`src/rtl/keylock_controller_n.sv`:
```
`default_nettype none
// ============================================================================
// Module   : keylock_controller_n
// Brief    : Keypad lock controller with stored code, attempt lockout,
//            entry timeout and in-field code reprogramming.
// Revision : 1.0 - initial release
// ============================================================================
module keylock_controller_n #(
    parameter int          CODE_DIGITS    = 4,
    parameter logic [31:0] RESET_CODE     = 32'h0000_1234,
    parameter logic [3:0]  KEY_ENTER      = 4'hA,
    parameter logic [3:0]  KEY_CANCEL     = 4'hB,
    parameter logic [3:0]  KEY_PROG       = 4'hC,
    parameter int          MAX_ATTEMPTS   = 3,
    parameter int          BLINK_CYCLES   = 4,
    parameter int          LOCKOUT_CYCLES = 16,
    parameter int          TIMEOUT_CYCLES = 32
) (
    input  logic                             clk,
    input  logic                             resetN,
    input  logic                             rdy,
    input  logic [3:0]                       keypress,
    output logic                             locked,
    output logic                             ok_led,
    output logic                             err_led,
    output logic                             lockout,
    output logic                             prog_mode,
    output logic                             entry_active,
    output logic [$clog2(CODE_DIGITS+1)-1:0] digit_count,
    output logic [3:0]                       fail_count,
    output logic                             timeout_pulse,
    output logic                             code_changed
);

    localparam int c_BW      = 4 * CODE_DIGITS;
    localparam int c_DCW     = $clog2(CODE_DIGITS + 1);
    localparam int c_DUR_MAX = (LOCKOUT_CYCLES > BLINK_CYCLES) ? LOCKOUT_CYCLES : BLINK_CYCLES;
    localparam int c_DURW    = $clog2(c_DUR_MAX + 1);
    localparam int c_TW      = $clog2(TIMEOUT_CYCLES + 1);

    localparam logic [c_DCW-1:0]  c_FULL       = c_DCW'(CODE_DIGITS);
    localparam logic [c_DURW-1:0] c_BLINK_LOAD = c_DURW'(BLINK_CYCLES - 1);
    localparam logic [c_DURW-1:0] c_LOCK_LOAD  = c_DURW'(LOCKOUT_CYCLES - 1);
    localparam logic [c_TW-1:0]   c_TMO_LOAD   = c_TW'(TIMEOUT_CYCLES - 1);
    localparam logic [3:0]        c_MAX_FAIL   = 4'(MAX_ATTEMPTS);

    typedef enum logic [2:0] {
        S_IDLE         = 3'd0,
        S_ENTRY        = 3'd1,
        S_PROG_OLD     = 3'd2,
        S_PROG_NEW     = 3'd3,
        S_PROG_CONFIRM = 3'd4,
        S_OK           = 3'd5,
        S_ERROR        = 3'd6,
        S_LOCKOUT      = 3'd7
    } state_t;

    state_t            r_state, w_state_nxt, w_fail_state;
    logic              r_locked, w_locked_nxt;
    logic [c_BW-1:0]   r_code, w_code_nxt;
    logic [c_BW-1:0]   r_buf, w_buf_nxt, w_buf_shift;
    logic [c_BW-1:0]   r_pending, w_pending_nxt;
    logic [c_DCW-1:0]  r_dcnt, w_dcnt_nxt;
    logic              r_ovf, w_ovf_nxt;
    logic [3:0]        r_fail, w_fail_nxt, w_fail_inc;
    logic [c_DURW-1:0] r_dur, w_dur_nxt;
    logic [c_TW-1:0]   r_tmo, w_tmo_nxt;
    logic              w_tmo_pulse_nxt, w_code_chg_nxt;
    logic              r_ok_led, r_err_led, r_lockout, r_prog, r_entry;
    logic              r_tmo_pulse, r_code_chg;

    logic w_is_digit, w_is_enter, w_is_cancel, w_is_prog;
    logic w_in_entry, w_nxt_in_entry, w_valid, w_match_code;

    assign w_is_digit   = rdy && (keypress <= 4'd9);
    assign w_is_enter   = rdy && (keypress == KEY_ENTER);
    assign w_is_cancel  = rdy && (keypress == KEY_CANCEL);
    assign w_is_prog    = rdy && (keypress == KEY_PROG);
    assign w_in_entry   = (r_state == S_ENTRY) || (r_state == S_PROG_OLD) ||
                          (r_state == S_PROG_NEW) || (r_state == S_PROG_CONFIRM);
    assign w_nxt_in_entry = (w_state_nxt == S_ENTRY) || (w_state_nxt == S_PROG_OLD) ||
                            (w_state_nxt == S_PROG_NEW) || (w_state_nxt == S_PROG_CONFIRM);
    assign w_valid      = (r_dcnt == c_FULL) && !r_ovf;
    assign w_match_code = w_valid && (r_buf == r_code);
    assign w_fail_inc   = (r_fail == 4'hF) ? 4'hF : r_fail + 4'd1;
    assign w_fail_state = (w_fail_inc == c_MAX_FAIL) ? S_LOCKOUT : S_ERROR;

    generate
        if (CODE_DIGITS == 1) begin : g_shift_single
            assign w_buf_shift = keypress;
        end else begin : g_shift_multi
            assign w_buf_shift = {r_buf[c_BW-5:0], keypress};
        end
    endgenerate

    always_ff @(posedge clk or negedge resetN) begin
        if (!resetN) begin
            r_state     <= S_IDLE;
            r_locked    <= 1'b0;
            r_code      <= RESET_CODE[c_BW-1:0];
            r_buf       <= '0;
            r_pending   <= '0;
            r_dcnt      <= '0;
            r_ovf       <= 1'b0;
            r_fail      <= 4'd0;
            r_dur       <= '0;
            r_tmo       <= '0;
            r_ok_led    <= 1'b0;
            r_err_led   <= 1'b0;
            r_lockout   <= 1'b0;
            r_prog      <= 1'b0;
            r_entry     <= 1'b0;
            r_tmo_pulse <= 1'b0;
            r_code_chg  <= 1'b0;
        end else begin
            r_state     <= w_state_nxt;
            r_locked    <= w_locked_nxt;
            r_code      <= w_code_nxt;
            r_buf       <= w_buf_nxt;
            r_pending   <= w_pending_nxt;
            r_dcnt      <= w_dcnt_nxt;
            r_ovf       <= w_ovf_nxt;
            r_fail      <= w_fail_nxt;
            r_dur       <= w_dur_nxt;
            r_tmo       <= w_tmo_nxt;
            r_ok_led    <= (w_state_nxt == S_OK);
            r_err_led   <= (w_state_nxt == S_ERROR);
            r_lockout   <= (w_state_nxt == S_LOCKOUT);
            r_prog      <= w_nxt_in_entry && (w_state_nxt != S_ENTRY);
            r_entry     <= w_nxt_in_entry;
            r_tmo_pulse <= w_tmo_pulse_nxt;
            r_code_chg  <= w_code_chg_nxt;
        end
    end

    always_comb begin
        w_state_nxt     = r_state;
        w_locked_nxt    = r_locked;
        w_code_nxt      = r_code;
        w_buf_nxt       = r_buf;
        w_pending_nxt   = r_pending;
        w_dcnt_nxt      = r_dcnt;
        w_ovf_nxt       = r_ovf;
        w_fail_nxt      = r_fail;
        w_dur_nxt       = r_dur;
        w_tmo_nxt       = rdy ? c_TMO_LOAD : ((r_tmo != '0) ? r_tmo - c_TW'(1) : r_tmo);
        w_tmo_pulse_nxt = 1'b0;
        w_code_chg_nxt  = 1'b0;

        // IDLE buffer is always clear, so a first digit shifts in like any other
        if (w_is_digit && ((r_state == S_IDLE) || w_in_entry)) begin
            w_buf_nxt = w_buf_shift;
            if (r_dcnt == c_FULL) w_ovf_nxt = 1'b1;
            else                  w_dcnt_nxt = r_dcnt + c_DCW'(1);
        end

        case (r_state)
            S_IDLE: begin
                if (w_is_digit)     w_state_nxt = S_ENTRY;
                else if (w_is_prog) w_state_nxt = S_PROG_OLD;
            end
            S_ENTRY: begin
                if (w_is_cancel) begin
                    w_state_nxt = S_IDLE;
                end else if (w_is_enter) begin
                    if (w_match_code) begin
                        w_state_nxt  = S_OK;
                        w_locked_nxt = !r_locked;
                        w_fail_nxt   = 4'd0;
                    end else begin
                        w_fail_nxt  = w_fail_inc;
                        w_state_nxt = w_fail_state;
                    end
                end
            end
            S_PROG_OLD: begin
                if (w_is_cancel) begin
                    w_state_nxt = S_IDLE;
                end else if (w_is_prog) begin
                    if (w_match_code) begin
                        w_state_nxt = S_PROG_NEW;
                        w_buf_nxt   = '0;
                        w_dcnt_nxt  = '0;
                        w_ovf_nxt   = 1'b0;
                        w_fail_nxt  = 4'd0;
                    end else begin
                        w_fail_nxt  = w_fail_inc;
                        w_state_nxt = w_fail_state;
                    end
                end
            end
            S_PROG_NEW: begin
                if (w_is_cancel) begin
                    w_state_nxt = S_IDLE;
                end else if (w_is_prog) begin
                    if (w_valid) begin
                        w_state_nxt   = S_PROG_CONFIRM;
                        w_pending_nxt = r_buf;
                        w_buf_nxt     = '0;
                        w_dcnt_nxt    = '0;
                        w_ovf_nxt     = 1'b0;
                    end else begin
                        w_state_nxt = S_ERROR;
                    end
                end
            end
            S_PROG_CONFIRM: begin
                if (w_is_cancel) begin
                    w_state_nxt = S_IDLE;
                end else if (w_is_prog) begin
                    if (w_valid && (r_buf == r_pending)) begin
                        w_state_nxt    = S_OK;
                        w_code_nxt     = r_pending;
                        w_code_chg_nxt = 1'b1;
                    end else begin
                        w_state_nxt = S_ERROR;
                    end
                end
            end
            S_OK, S_ERROR: begin
                if (r_dur == '0) w_state_nxt = S_IDLE;
                else             w_dur_nxt   = r_dur - c_DURW'(1);
            end
            S_LOCKOUT: begin
                if (r_dur == '0) begin
                    w_state_nxt = S_IDLE;
                    w_fail_nxt  = 4'd0;
                end else begin
                    w_dur_nxt = r_dur - c_DURW'(1);
                end
            end
            default: w_state_nxt = S_IDLE;
        endcase

        // Any key on the expiry cycle keeps the entry alive
        if (w_in_entry && !rdy && (r_tmo == '0)) begin
            w_state_nxt     = S_IDLE;
            w_tmo_pulse_nxt = 1'b1;
        end

        if (w_state_nxt != r_state) begin
            case (w_state_nxt)
                S_OK, S_ERROR: w_dur_nxt = c_BLINK_LOAD;
                S_LOCKOUT:     w_dur_nxt = c_LOCK_LOAD;
                default:       w_dur_nxt = r_dur;
            endcase
        end

        if (!((w_state_nxt == S_ENTRY) || (w_state_nxt == S_PROG_OLD) ||
              (w_state_nxt == S_PROG_NEW) || (w_state_nxt == S_PROG_CONFIRM))) begin
            w_buf_nxt     = '0;
            w_dcnt_nxt    = '0;
            w_ovf_nxt     = 1'b0;
            w_pending_nxt = '0;
        end
    end

    assign locked        = r_locked;
    assign ok_led        = r_ok_led;
    assign err_led       = r_err_led;
    assign lockout       = r_lockout;
    assign prog_mode     = r_prog;
    assign entry_active  = r_entry;
    assign digit_count   = r_dcnt;
    assign fail_count    = r_fail;
    assign timeout_pulse = r_tmo_pulse;
    assign code_changed  = r_code_chg;

endmodule
`default_nettype wire

```
`config.mk`:
```
export PLATFORM = sky130hd
export DESIGN_NAME = keylock_controller_n
export DESIGN_NICKNAME = d
export VERILOG_FILES = /design/src/rtl/keylock_controller_n.sv
export SDC_FILE = /design/constraint.sdc
export NUM_CORES = 1
export LEC_CHECK = 0
export ABC_AREA = 1
export CAP_MARGIN = 20
export CORE_UTILIZATION = 27
export CTS_BUF_LIST = sky130_fd_sc_hd__clkbuf_2 sky130_fd_sc_hd__clkbuf_4 sky130_fd_sc_hd__clkbuf_8
export CTS_CLUSTER_SIZE = 28
export DETAILED_ROUTE_END_ITERATION = 12
export PLACE_DENSITY = 0.52
export RECOVER_POWER = 100
export SYNTH_ARGS = -nofsm -noshare
export SYNTH_HDL_FRONTEND = slang
export SYNTH_SLANG_ARGS = --single-unit
```
`constraint.sdc`:
```
create_clock -name clk -period 2.66 [get_ports clk]
set_input_delay 0.266 -clock clk [delete_from_list [all_inputs] [get_ports clk]]
set_output_delay 0.266 -clock clk [all_outputs]
set_load 0.1 [all_outputs]
```
==> results.md, run 1 <==
- Slew headroom: 0.214
- GRT overflow: 0
- Async set-reset flop share out of synthesis: 1.00
- Share of layout cells above drive strength 1: 0.216
- Synth area leader: dfrtp_1
- DR DRC count: 0
- Main combinational cell family by area after synthesis: simple AND/OR/NAND/NOR gates
- Total nets after synthesis: 626
- First-pass detailed-route iteration total: 4
- Skew final: 0.00888 ns
- Worst vdd ir: 597 uV
- Area Overhead vs Synth: 25.8%
- Initial antenna violation count: 0
- I/O Pins: 22
- Clock Pin Slew Worst Setup and Hold Paths: 0.07 ns
- FP Rows: 46
- Mux cell area share after synthesis: 0
- Gp weighted congestion: 0.840
- Synth Register Bits: 78
- Sequential area share after synthesis: 0.435
- Finished Layout Cells: 905
- RSZ-0062 raised after global routing: true
- CP Data Required Time: 2.95 ns
- Synth top area cells: dfrtp_1 41%, nand2_1 17%, inv_1 7.1%
- Endpoints failing setup: 0
- CTS HTree Levels: 3
- Top-area cell type share of the netlist area: 0.406
- Post-DP HPWL: 8.15 mm
- Yosys warnings: 0
- Status: finished, final reports clean
- Initial core utilization: 0.280
- Met3 Use GR: 0.0207
- Initial DRC count: 136
- Grt met2 use: 0.218
- # diodes: 0
- Routed Antenna Nets: 0
- PortBufs: 21
- Sequential cell area: 1960 um^2
- Synth Flop Type: dfrtp_1
- Number of synthesized flops with an enable pin: 0
- FMAX: 395 MHz
- Worst-Skew Late Latency: 0.37 ns
- Synth Area in Adders: 0.0139
- All-Layer GR Usage: 0.141
- First-pass GRT wire length: 18.5 mm
- CTS tree: built
- Fillcell total: 1684
- Post-synth top cells: 205 x nand2_1, 85 x inv_1, 73 x dfrtp_1
- NumNets Final: 696
- Largest net degree at the start of global routing: 41
- Vias per Instance: 4.38
- Final period util: 0.951
- Busiest grt layer: met2
- Post-route minimum period: 2.53 ns
- Leakage power total: 0.00278 uW
- Clk buf depth: 2
- Via count: 3961
- Worst setup EP type: flip-flop
- Post-synthesis xor/xnor area fraction: 0.0331
- Critical Path Source Type: flip-flop
- Final hold violations: 0
- Yosys cell types: 38
- Die height: 131 um
- Vias in the first global route: 3796
- Worst Path Max Fanout: 7
- Most common cell in the netlist: nand2_1
- Cells after DPL: 876
- Clock sink count: 78
- WHS: 0.469 ns
- CP max stage delay: 0.42 ns
- Synth Area in Simple Gates: 0.326
- Mapped Area: 4500 um^2
- Average size of a mapped cell: 7.33 um^2
- Max Transition Viols Final: 0
- M1 GR Usage: 0.192
- Die Width: 131 um
- Synth Area in Compound Gates: 0.0937
- Post-Syn Instances: 614
- Ordered list of cells on the worst path: inv_2, ha_4, nand2_4, nor2_4, buf_6, nand3_4, nor2_4, nand3_2, buf_6, nand2_2, nand2_1, nand2_1, nand3_2, nand2_4, a21oi_4, nor2_4, clkinv_4, clkbuf_16, nor3_4
- Multi-input logic area: 2260 um^2
- Pwr Density: 886 nW/um^2
- Tightest Pin Transition: 1.18 ns
- Setup CP Type: reg -> reg
- Hold Path Class: reg -> reg
- DRT Wirelength: 11.3 mm
- Root buf cell: clkbuf_8
- Die area: 17200 um^2
- Worst EP arrival: 2.82 ns
- TritonCTS Buffers: 9
- Critical Path Slowest Stage Cell: dfrtp_2
- Max_cap viols: 0
- DR WL/cell: 12.5 um
- Crit-path most repeated cell: nor2_4
- Core area: 16100 um^2
-- final cells by class --
type                            count  area share
Clock buffer                       15      0.0321
Clock inverter                      1    0.000885
Inverter                           93      0.0626
Multi-Input combinational cell    430       0.399
Sequential cell                    78       0.347
Tap cell                          216      0.0478
Timing Repair Buffer               72       0.111
-- final timing paths --
| kind | slack, ns | cells after the start | startpoint | end |
|---|---|---|---|---|
| min in group asynchronous | 0.61 | 2 | resetN | code_changed$_DFF_PN0_ |
| hold reg to reg | 0.47 | 1 | r_tmo[0]$_DFFE_PN0P_ | r_tmo[0]$_DFFE_PN0P_ |
| max in group asynchronous | 1.24 | 3 | resetN | r_code[9]$_DFFE_PN1P_ |
| setup reg to reg | 0.13 | 19 | digit_count[1]$_DFF_PN0_ | r_buf[9]$_DFF_PN0_ |
| setup / recovery | 0.13 | 19 | digit_count[1]$_DFF_PN0_ | r_buf[9]$_DFF_PN0_ |
| hold / removal | 0.47 | 1 | r_tmo[0]$_DFFE_PN0P_ | r_tmo[0]$_DFFE_PN0P_ |
-- where the power goes --
group / switching (uW) / internal, uW / total [uW]
Clock: 427 / 432 / 859
Combinational: 1570 / 958 / 2530
Sequential: 236 / 1390 / 1620
-- worst max-delay path: cells and delay by family (launching register included) --
family / cells / cell delay [ns]
AOI/OAI and AO/OA: 1 / 0.07
DFF: 1 / 0.42
and+or+nand+nor: 12 / 1.10
buffers and inverters: 5 / 0.69
adders and majority gates: 1 / 0.15
-- what timing repair did --
| action | CTS | global route |
|---|---|---|
| setup endpoints to repair | 16 | 43 |
| gates resized for setup | 2 | 42 |
| hold endpoints to repair | 35 | 0 |
| hold buffers | 1 | 0 |
| cloned | 0 | 2 |
| buffers inserted | 0 | 10 |
| pin swaps | 0 | 14 |
-- stage by stage --
step	cell area [um^2]	setup TNS [ns]	worst slack, ns	utilization	total power [uW]
after floorplan	4510	0	0.0125	-	3200
after global placement	5190	-2.85	-0.118	0.324	3850
after detailed placement	5190	-3.47	-0.140	0.324	3880
after CTS	5400	0	0.0367	0.336	4760
after global routing	5660	-0.0376	-0.0361	0.352	5380
final	5660	0	0.131	0.352	5010
-- cells in the final DEF, fill, tap and decap left out, types with 4 or more instances in the layout --
cell             netlist  routed
o22ai_1                4       4
nor3_1                12       5
dfrtp_1               73      68
nor3_2                12      16
nand3_1               22      19
nor2_4                 1       4
clkbuf_8               0      11
nand2_4                1       4
nor2_1                62      57
buf_12                 1       4
xnor2_1               10      10
nand4_1                4       4
inv_1                 85      83
buf_6                  1       4
dfrtp_2                0       5
nand2_2                0       4
a21oi_1                6       5
buf_4                  0      48
clkbuf_4               0       4
nand2_1              205     198
nor2_2                 5       7
nand3_2                2       4
nor3_4                 2       5
o21ai_0               52      51
clkbuf_1               9       7
xor2_1                 7       7
dfstp_2                5       5
inv_2                  5       7
clkdlybuf4s50_1        0       5
-- flip-flops by register name, indices dropped and copies added (netlist names) --
register,cells
code_changed,1
digit_count,3
entry_active,1
err_led,1
fail_count,4
locked,1
lockout,1
ok_led,1
prog_mode,1
r_buf,16
r_code,16
r_dur,5
r_ovf,1
r_pending,16
r_state,3
r_tmo,6
timeout_pulse,1
-- per-layer routing --
layer  vias to the layer above  share of wire
li1                       2047              -
met1                      1846           0.49
met2                        52           0.47
met3                        16          0.024
met4                         0          0.022
met5                         -              0
-- cells by family after synthesis --
group	count (synthesis)
AO/OA/AOI/OAI	75
XOR/XNOR	17
adder cells (fa/ha/maj)	5
buffers and inverters	106
flip-flops	78
AND/OR/NAND/NOR	333
(Power assumes the default switching activity.)
==> inputs of run 2 (changes only) <==
--- a/config.mk
+++ b/config.mk
@@ -5,7 +5,6 @@
 export SDC_FILE = /design/constraint.sdc
 export NUM_CORES = 1
 export LEC_CHECK = 0
-export ABC_AREA = 1
 export CAP_MARGIN = 20
 export CORE_UTILIZATION = 27
 export CTS_BUF_LIST = sky130_fd_sc_hd__clkbuf_2 sky130_fd_sc_hd__clkbuf_4 sky130_fd_sc_hd__clkbuf_8
@@ -13,6 +12,7 @@
 export DETAILED_ROUTE_END_ITERATION = 12
 export PLACE_DENSITY = 0.52
 export RECOVER_POWER = 100
+export SETUP_SLACK_MARGIN = 0.5
 export SYNTH_ARGS = -nofsm -noshare
 export SYNTH_HDL_FRONTEND = slang
 export SYNTH_SLANG_ARGS = --single-unit
==> run 2 against run 1 <==
- the flow now finishes with violations (negative setup slack)
- core utilization grew 2.0 points
- worst hold slack improved by 0.0095 ns
- cell count is 20% lower
- critical path depth down 8
- setup slack worse by 0.40 ns
- combinational power is 4% higher
- count of clock-buffer cells in the layout shrank 2
- clock skew rose by 0.0031 ns
- non-clock buffer count grew 29
- sequential power shrank 8%
- largest power group unchanged
==> results.md, run 2 <==
- Largest net degree at the start of global routing: 44 (+7.3%)
- Hold_sp: locked$_DFFE_PN0P_
- FMAX: 341 MHz (-14%)
- Async set-reset flop share out of synthesis: 1.00 (unchanged)
- RR Startpoint: r_tmo[0]$_DFFE_PN0P_
- Die height: 127 um (-2.9%)
- Post-route minimum period: 2.93 ns (+0.403 ns)
- Yosys warnings: 0 (unchanged)
- Clock Pin Slew Worst Setup and Hold Paths: 0.08 ns (about the same)
- Failing checks: negative setup slack
- DR DRC count: 0 (unchanged)
- Tightest Pin Transition: 1.17 ns (-0.0118 ns)
- Clk buf depth: 2 (unchanged)
- Synth Register Bits: 78 (unchanged)
- Die Width: 127 um (-2.9%)
- Area Overhead vs Synth: 34.3%
- Sequential area share after synthesis: 0.463 (+0.0273)
- Pwr Density: 889 nW/um^2 (+0.43%)
- Yosys cell types: 68 (+79%)
- Max Transition Viols Final: 0 (unchanged)
- Top-area cell type share of the netlist area: 0.432 (+0.0255)
- Post-DP HPWL: 7.41 mm (-9.0%)
- Root buf cell: clkbuf_8
- Hold Path Stages: 1 (unchanged)
- I/O Pins: 22 (unchanged)
- Via count: 3323 (-16%)
- Reg2Reg Depth: 11 (-8)
- Share of layout cells above drive strength 1: 0.383 (+0.167)
- Number of synthesized flops with an enable pin: 0 (unchanged)
- Status: finished with violations
- Total nets after synthesis: 425 (-32%)
- Critical Path Source Type: flip-flop
- Final hold violations: 0 (unchanged)
- Vias per Instance: 4.58 (+4.7%)
- Finished Layout Cells: 725 (-20%)
- First-pass detailed-route iteration total: 4 (unchanged)
- CTS HTree Levels: 3 (unchanged)
- TritonCTS Buffers: 9 (unchanged)
- Worst setup EP type: flip-flop
- Initial antenna violation count: 0 (unchanged)
- DRT Wirelength: 10.6 mm (-6.0%)
- Metal2 WL: 4.83 mm (-8.3%)
- Hold-critical path endpoint: locked$_DFFE_PN0P_
- PortBufs: 21 (unchanged)
- Mapped Area: 4230 um^2 (-5.9%)
- Synth area leader: dfrtp_1
- Leakage power total: 0.00250 uW (-10%)
- Clock sink count: 78 (unchanged)
- Worst-Skew Late Latency: 0.37 ns (about the same)
- Hold Path Class: reg -> reg
- Slew headroom: 0.222 (+0.00780)
- CTS tree: built
- Largest registers: r_buf x16, r_code x16, r_pending x16
- Setup CP Type: reg -> reg
- Fillcell total: 1525 (-9.4%)
- Endpoints failing setup: 42 (+42)
- Wl on met1: 5.28 mm (-4.1%)
- Die area: 16200 um^2 (-5.8%)
- Post-Place Worst Slack: -0.343 ns (-0.203 ns)
- GRT overflow: 0 (unchanged)
- All-Layer GR Usage: 0.141 (+0.000144)
- Top routing layer used: met4
- Post-Syn Instances: 413 (-33%)
- Multi-input logic area: 2410 um^2 (+7.0%)
- FP Rows: 45 (-2.2%)
- Worst reg2reg endpoint: r_dur[3]$_DFFE_PN0P_
- RSZ-0062 raised after global routing: true
- Core area: 15300 um^2 (-5.0%)
- Initial core utilization: 0.277 (-0.00271)
- Gp weighted congestion: 0.802 (-4.6%)
- Average size of a mapped cell: 10.2 um^2 (+40%)
- Routed Antenna Nets: 0 (unchanged)
- Worst EP arrival: 3.18 ns (+0.36 ns)
- Synth top area cells: dfrtp_1 43%, xor2_1 5.2%, nand2_1 4.3%
- Final Worst Setup Slack: -0.272 ns (-0.403 ns)
- Metal3 WL: 247 um (-7.8%)
- Synth Flop Type: dfrtp_1
- # diodes: 0 (unchanged)
- Most common cell in the netlist: dfrtp_1
- Worst vdd ir: 393 uV (-34%)
- Vias in the first global route: 3454 (-9.0%)
- Max_cap viols: 0 (unchanged)
- Worst Path Max Fanout: 6 (-1)
- NumNets Final: 521 (-25%)
- R2R setup slack: -0.27 ns (-0.40 ns)
- First-pass GRT wire length: 17.7 mm (-4.6%)
- Post-synth top cells: 73 x dfrtp_1, 49 x nand2_1, 34 x nor2_1
- Initial DRC count: 115 (-15%)
- Skew final: 0.0120 ns (+0.00308 ns)
- Sequential cell area: 1970 um^2 (+0.26%)
- Cells after DPL: 699 (-20%)
- CP Data Required Time: 2.90 ns (-0.05 ns)
- Most frequent cells in the layout: 68 x dfrtp_1, 68 x buf_4, 49 x nand2_1
- DR WL/cell: 14.6 um (+17%)
- Final period util: 1.10 (+0.151)
-- run 2: how the worst max path moves through the flow --
| stage | startpoint | to | slack [ns] |
|---|---|---|---|
| floorplan | r_tmo[0]$_DFFE_PN0P_ | digit_count[0]$_DFF_PN0_ | -0.24 |
| global placement | rdy | r_dur[3]$_DFFE_PN0P_ | -0.32 |
| detailed placement | rdy | r_dur[3]$_DFFE_PN0P_ | -0.34 |
| CTS | r_tmo[0]$_DFFE_PN0P_ | r_dur[3]$_DFFE_PN0P_ | -0.24 |
| global route | r_tmo[0]$_DFFE_PN0P_ | r_dur[3]$_DFFE_PN0P_ | -0.35 |
| finish | r_tmo[0]$_DFFE_PN0P_ | r_dur[3]$_DFFE_PN0P_ | -0.27 |
-- run 2: cells by family after synthesis --
logic type / after synthesis / share of synthesized area
compound gates: 70 / 0.117
xor+xnor: 39 / 0.0807
fa+ha+maj: 6 / 0.0174
buf+inv: 29 / 0.0405
flops: 78 / 0.463
mux: 34 / 0.0851
simple gates: 157 / 0.197
-- run 2: cell type report --
| class | instances | share of cell area |
|---|---|---|
| Sequential cell | 78 | 0.346 |
| Clock buffer | 13 | 0.0282 |
| Clock inverter | 3 | 0.00770 |
| Tap cell | 211 | 0.0464 |
| Multi-Input combinational cell | 307 | 0.425 |
| Timing Repair Buffer | 101 | 0.138 |
| Inverter | 12 | 0.00836 |
-- run 2: routing by layer --
metal	up-vias	track usage
met5	-	0
met4	0	0.0700
met3	17	0.0226
met2	44	0.224
met1	1630	0.188
li1	1632	-
-- run 2: timing repair --
item                                    in CTS  in global routing
hold buffers                                 1                  0
endpoints found under the setup margin      69                 70
buffers inserted                             5                  3
pin swaps                                    7                  2
endpoints found under the hold margin       39                  0
cloned                                       0                  1
gates resized for setup                     26                 33
-- run 2: report_power, final --
part           switching (uW)  total, uW  internal (uW)
logic                    1560       2630           1070
registers                 155       1490           1340
clock network             439        931            492
-- run 2: critical path, stage by stage (launching register included) --
cell and delay (ns):
dfrtp_1 0.39, inv_2 0.08, ha_4 0.13, or3b_4 0.37, or4_4 0.47, maj3_2 0.32, o211ai_2 0.10, o221ai_4 0.14
buf_4 0.18, buf_4 0.15, a41o_2 0.22, a32o_1 0.25
-- run 2: stage by stage --
| stage | power (uW) | setup TNS [ns] | hold slack, ns | cell area [um^2] | util |
|---|---|---|---|---|---|
| 2_1_floorplan | 3090 | -5.87 | -0.0296 | 4340 | - |
| 3_3_place_gp | 3850 | -11.01 | 0.305 | 5230 | 0.343 |
| 3_5_place_dp | 3870 | -12.86 | 0.313 | 5230 | 0.343 |
| 4_1_cts | 4950 | -7.39 | 0.455 | 5590 | 0.366 |
| 5_1_grt | 5360 | -12.65 | 0.506 | 5690 | 0.373 |
| 6_report | 5060 | -8.75 | 0.478 | 5690 | 0.373 |
==> inputs of run 3 (changes only) <==
--- a/config.mk
+++ b/config.mk
@@ -5,6 +5,7 @@
 export SDC_FILE = /design/constraint.sdc
 export NUM_CORES = 1
 export LEC_CHECK = 0
+export ABC_AREA = 1
 export CAP_MARGIN = 20
 export CORE_UTILIZATION = 27
 export CTS_BUF_LIST = sky130_fd_sc_hd__clkbuf_2 sky130_fd_sc_hd__clkbuf_4 sky130_fd_sc_hd__clkbuf_8
@@ -13,6 +14,7 @@
 export PLACE_DENSITY = 0.52
 export RECOVER_POWER = 100
 export SETUP_SLACK_MARGIN = 0.5
+export SKIP_CTS_REPAIR_TIMING = 1
 export SYNTH_ARGS = -nofsm -noshare
 export SYNTH_HDL_FRONTEND = slang
 export SYNTH_SLANG_ARGS = --single-unit
==> run 3 against run 2 <==
- the run now ends clean
- clock skew decreased by 0.0021 ns
- sequential power increased by 11%
- clock power about the same
- sequential cell count unchanged
- register-to-register slack improved by 0.40 ns
- critical path type unchanged
- largest cell class unchanged
==> results.md, run 3 (same netlist as run 1, synthesis figures left out) <==
- Leakage power total: 0.00270 uW (+8.3%)
- Vias in the first global route: 3614 (+4.6%)
- Critical Path Source Type: flip-flop
- Die Width: 131 um (+3.0%)
- Setup CP Type: reg -> reg
- Initial DRC count: 195 (+70%)
- WHS: 0.473 ns (-0.00549 ns)
- RSZ-0062 raised after global routing: true
- First-pass GRT wire length: 18.0 mm (+2.1%)
- CP Data Required Time: 2.91 ns (about the same)
- Max Transition Viols Final: 0 (unchanged)
- Die area: 17200 um^2 (+6.2%)
- Area Overhead vs Synth: 23.1%
- TritonCTS Buffers: 9 (unchanged)
- Commonest non-fill, non-tap cell in the layout: nand2_1
- Largest net degree at the start of global routing: 42 (-4.5%)
- Routed Antenna Nets: 0 (unchanged)
- Pwr Density: 888 nW/um^2 (-0.13%)
- FMAX: 395 MHz (+16%)
- Most frequent cells in the layout: 192 x nand2_1, 79 x inv_1, 66 x dfrtp_1
- Worst vdd ir: 551 uV (+40%)
- Die height: 131 um (+3.0%)
- Post-route minimum period: 2.53 ns (-0.402 ns)
- Via count: 3919 (+18%)
- Post-DP HPWL: 7.96 mm (+7.4%)
- DR DRC count: 0 (unchanged)
- Clock Pin Slew Worst Setup and Hold Paths: 0.08 ns (about the same)
- Finished Layout Cells: 891 (+23%)
- # diodes: 0 (unchanged)
- Cells after DPL: 862 (+23%)
- Gp weighted congestion: 0.860 (+7.3%)
- Status: finished, final reports clean
- Worst-Skew Late Latency: 0.36 ns (about the same)
- Max_cap viols: 0 (unchanged)
- Clk buf depth: 2 (unchanged)
- GRT overflow: 0 (unchanged)
- CTS HTree Levels: 3 (unchanged)
- Tightest Pin Transition: 1.19 ns (+0.0191 ns)
- Worst setup EP type: flip-flop
- Sequential power share: 0.335 (+0.040)
- Vias per Instance: 4.40 (-4.0%)
- Slew headroom: 0.209 (-0.0127)
- Initial antenna violation count: 0 (unchanged)
- Root buf cell: clkbuf_8
- DR WL/cell: 12.5 um (-15%)
- Hold Path Class: reg -> reg
- I/O Pins: 22 (unchanged)
- PortBufs: 21 (unchanged)
- Clk pwr share: 0.189 (+0.005)
- Share of layout cells above drive strength 1: 0.212 (-0.171)
- NumNets Final: 682 (+31%)
- First-pass detailed-route iteration total: 4 (unchanged)
- Endpoints failing setup: 0 (-100%)
- Worst EP arrival: 2.78 ns (-0.40 ns)
- Sw power: 2210 uW (+2.4%)
- Initial core utilization: 0.280 (+0.00271)
- CTS tree: built
- All-Layer GR Usage: 0.138 (-0.00337)
- Setup tns final: 0 ns (+8.75 ns)
- DRT Wirelength: 11.1 mm (+5.0%)
- Final period util: 0.951 (-0.151)
- Power Internal: 2710 uW (-6.5%)
- FP Rows: 46 (+2.2%)
- Switching part of the total: 0.449 (+0.0223)
- Combinational power share: 0.476 (-0.045)
- Final hold violations: 0 (unchanged)
- Worst Path Max Fanout: 16 (+10)
- Clock sink count: 78 (unchanged)
- Skew final: 0.00991 ns (-0.00206 ns)
- Largest registers: r_buf x16, r_code x16, r_pending x16
- Core area: 16100 um^2 (+5.2%)
==> run 3: cell count changes in the layout (fill, tap and decap cells not counted), sizes merged, moves of 8 or more <==
cell,change
inv,+80
a21oi,-23
buf,-36
nor3,+14
mux2,-16
mux2i,-18
nor4,-9
nor2,+33
nand2,+155
o21ai,+41
xor2,-18
clkbuf,-8
nand3,+10
==> run 3: stage by stage <==
stage               area (um^2)  utilization  setup slack (ns)  power, uW
CTS                        5340        0.333            0.0692       4760
detailed placement         5140        0.320           -0.0950       3820
floorplan                  4560            -             0.263       3260
global route               5540        0.345           -0.0248       5280
finish                     5540        0.345             0.130       4920
global placement           5140        0.320           -0.0272       3790
==> run 3: critical path, stage by stage, from the launching register on <==
cell	delay [ns]
dfrtp_4	0.51
inv_4	0.07
ha_4	0.14
nand2_4	0.06
nor2_4	0.18
nand3_2	0.12
nor2_4	0.16
nand3_4	0.11
nand2_2	0.11
nand2_1	0.05
nand2_1	0.06
nand2_1	0.06
nand2_2	0.09
nand2_4	0.08
a21oi_4	0.22
nor2_4	0.07
inv_6	0.10
buf_12	0.16
nor3_1	0.05
==> run 3: area by class of cell <==
cell class / instances / area (um^2)
Timing Repair Buffer: 58 / 480
Fill cell: 1667 / 10500
Inverter: 93 / 364
Multi-Input combinational cell: 430 / 2240
Tap cell: 216 / 270
Clock buffer: 12 / 159
Clock inverter: 4 / 45.0
Sequential cell: 78 / 1980
==> run 3: final timing paths <==
check / end / slack (ns) / cells after the start / startpoint
worst max register to register: r_buf[15]$_DFF_PN0_ / 0.13 / 18 / digit_count[1]$_DFF_PN0_
worst min register to register: r_tmo[0]$_DFFE_PN0P_ / 0.47 / 1 / r_tmo[0]$_DFFE_PN0P_
worst max-delay path: r_buf[15]$_DFF_PN0_ / 0.13 / 18 / digit_count[1]$_DFF_PN0_
worst min-delay path: r_tmo[0]$_DFFE_PN0P_ / 0.47 / 1 / r_tmo[0]$_DFFE_PN0P_
min in group asynchronous: code_changed$_DFF_PN0_ / 0.61 / 2 / resetN
max in group asynchronous: r_code[4]$_DFFE_PN1P_ / 1.25 / 3 / resetN
==> run 3: per-layer routing <==
layer | up-vias | global-route usage | share of wire
met5 | - | 0 | 0
met4 | 0 | 0.0609 | 0.019
met3 | 15 | 0.0223 | 0.029
met2 | 56 | 0.215 | 0.46
met1 | 1825 | 0.189 | 0.49
li1 | 2023 | - | -
==> run 3: power groups by stage <==
stage | clock network, uW | logic, uW | registers, uW
2_1_floorplan | 0 | 1300 | 1950
3_3_place_gp | 0 | 2130 | 1660
3_5_place_dp | 0 | 2150 | 1660
4_1_cts | 961 | 2160 | 1640
5_1_grt | 1010 | 2590 | 1690
6_report | 931 | 2340 | 1650
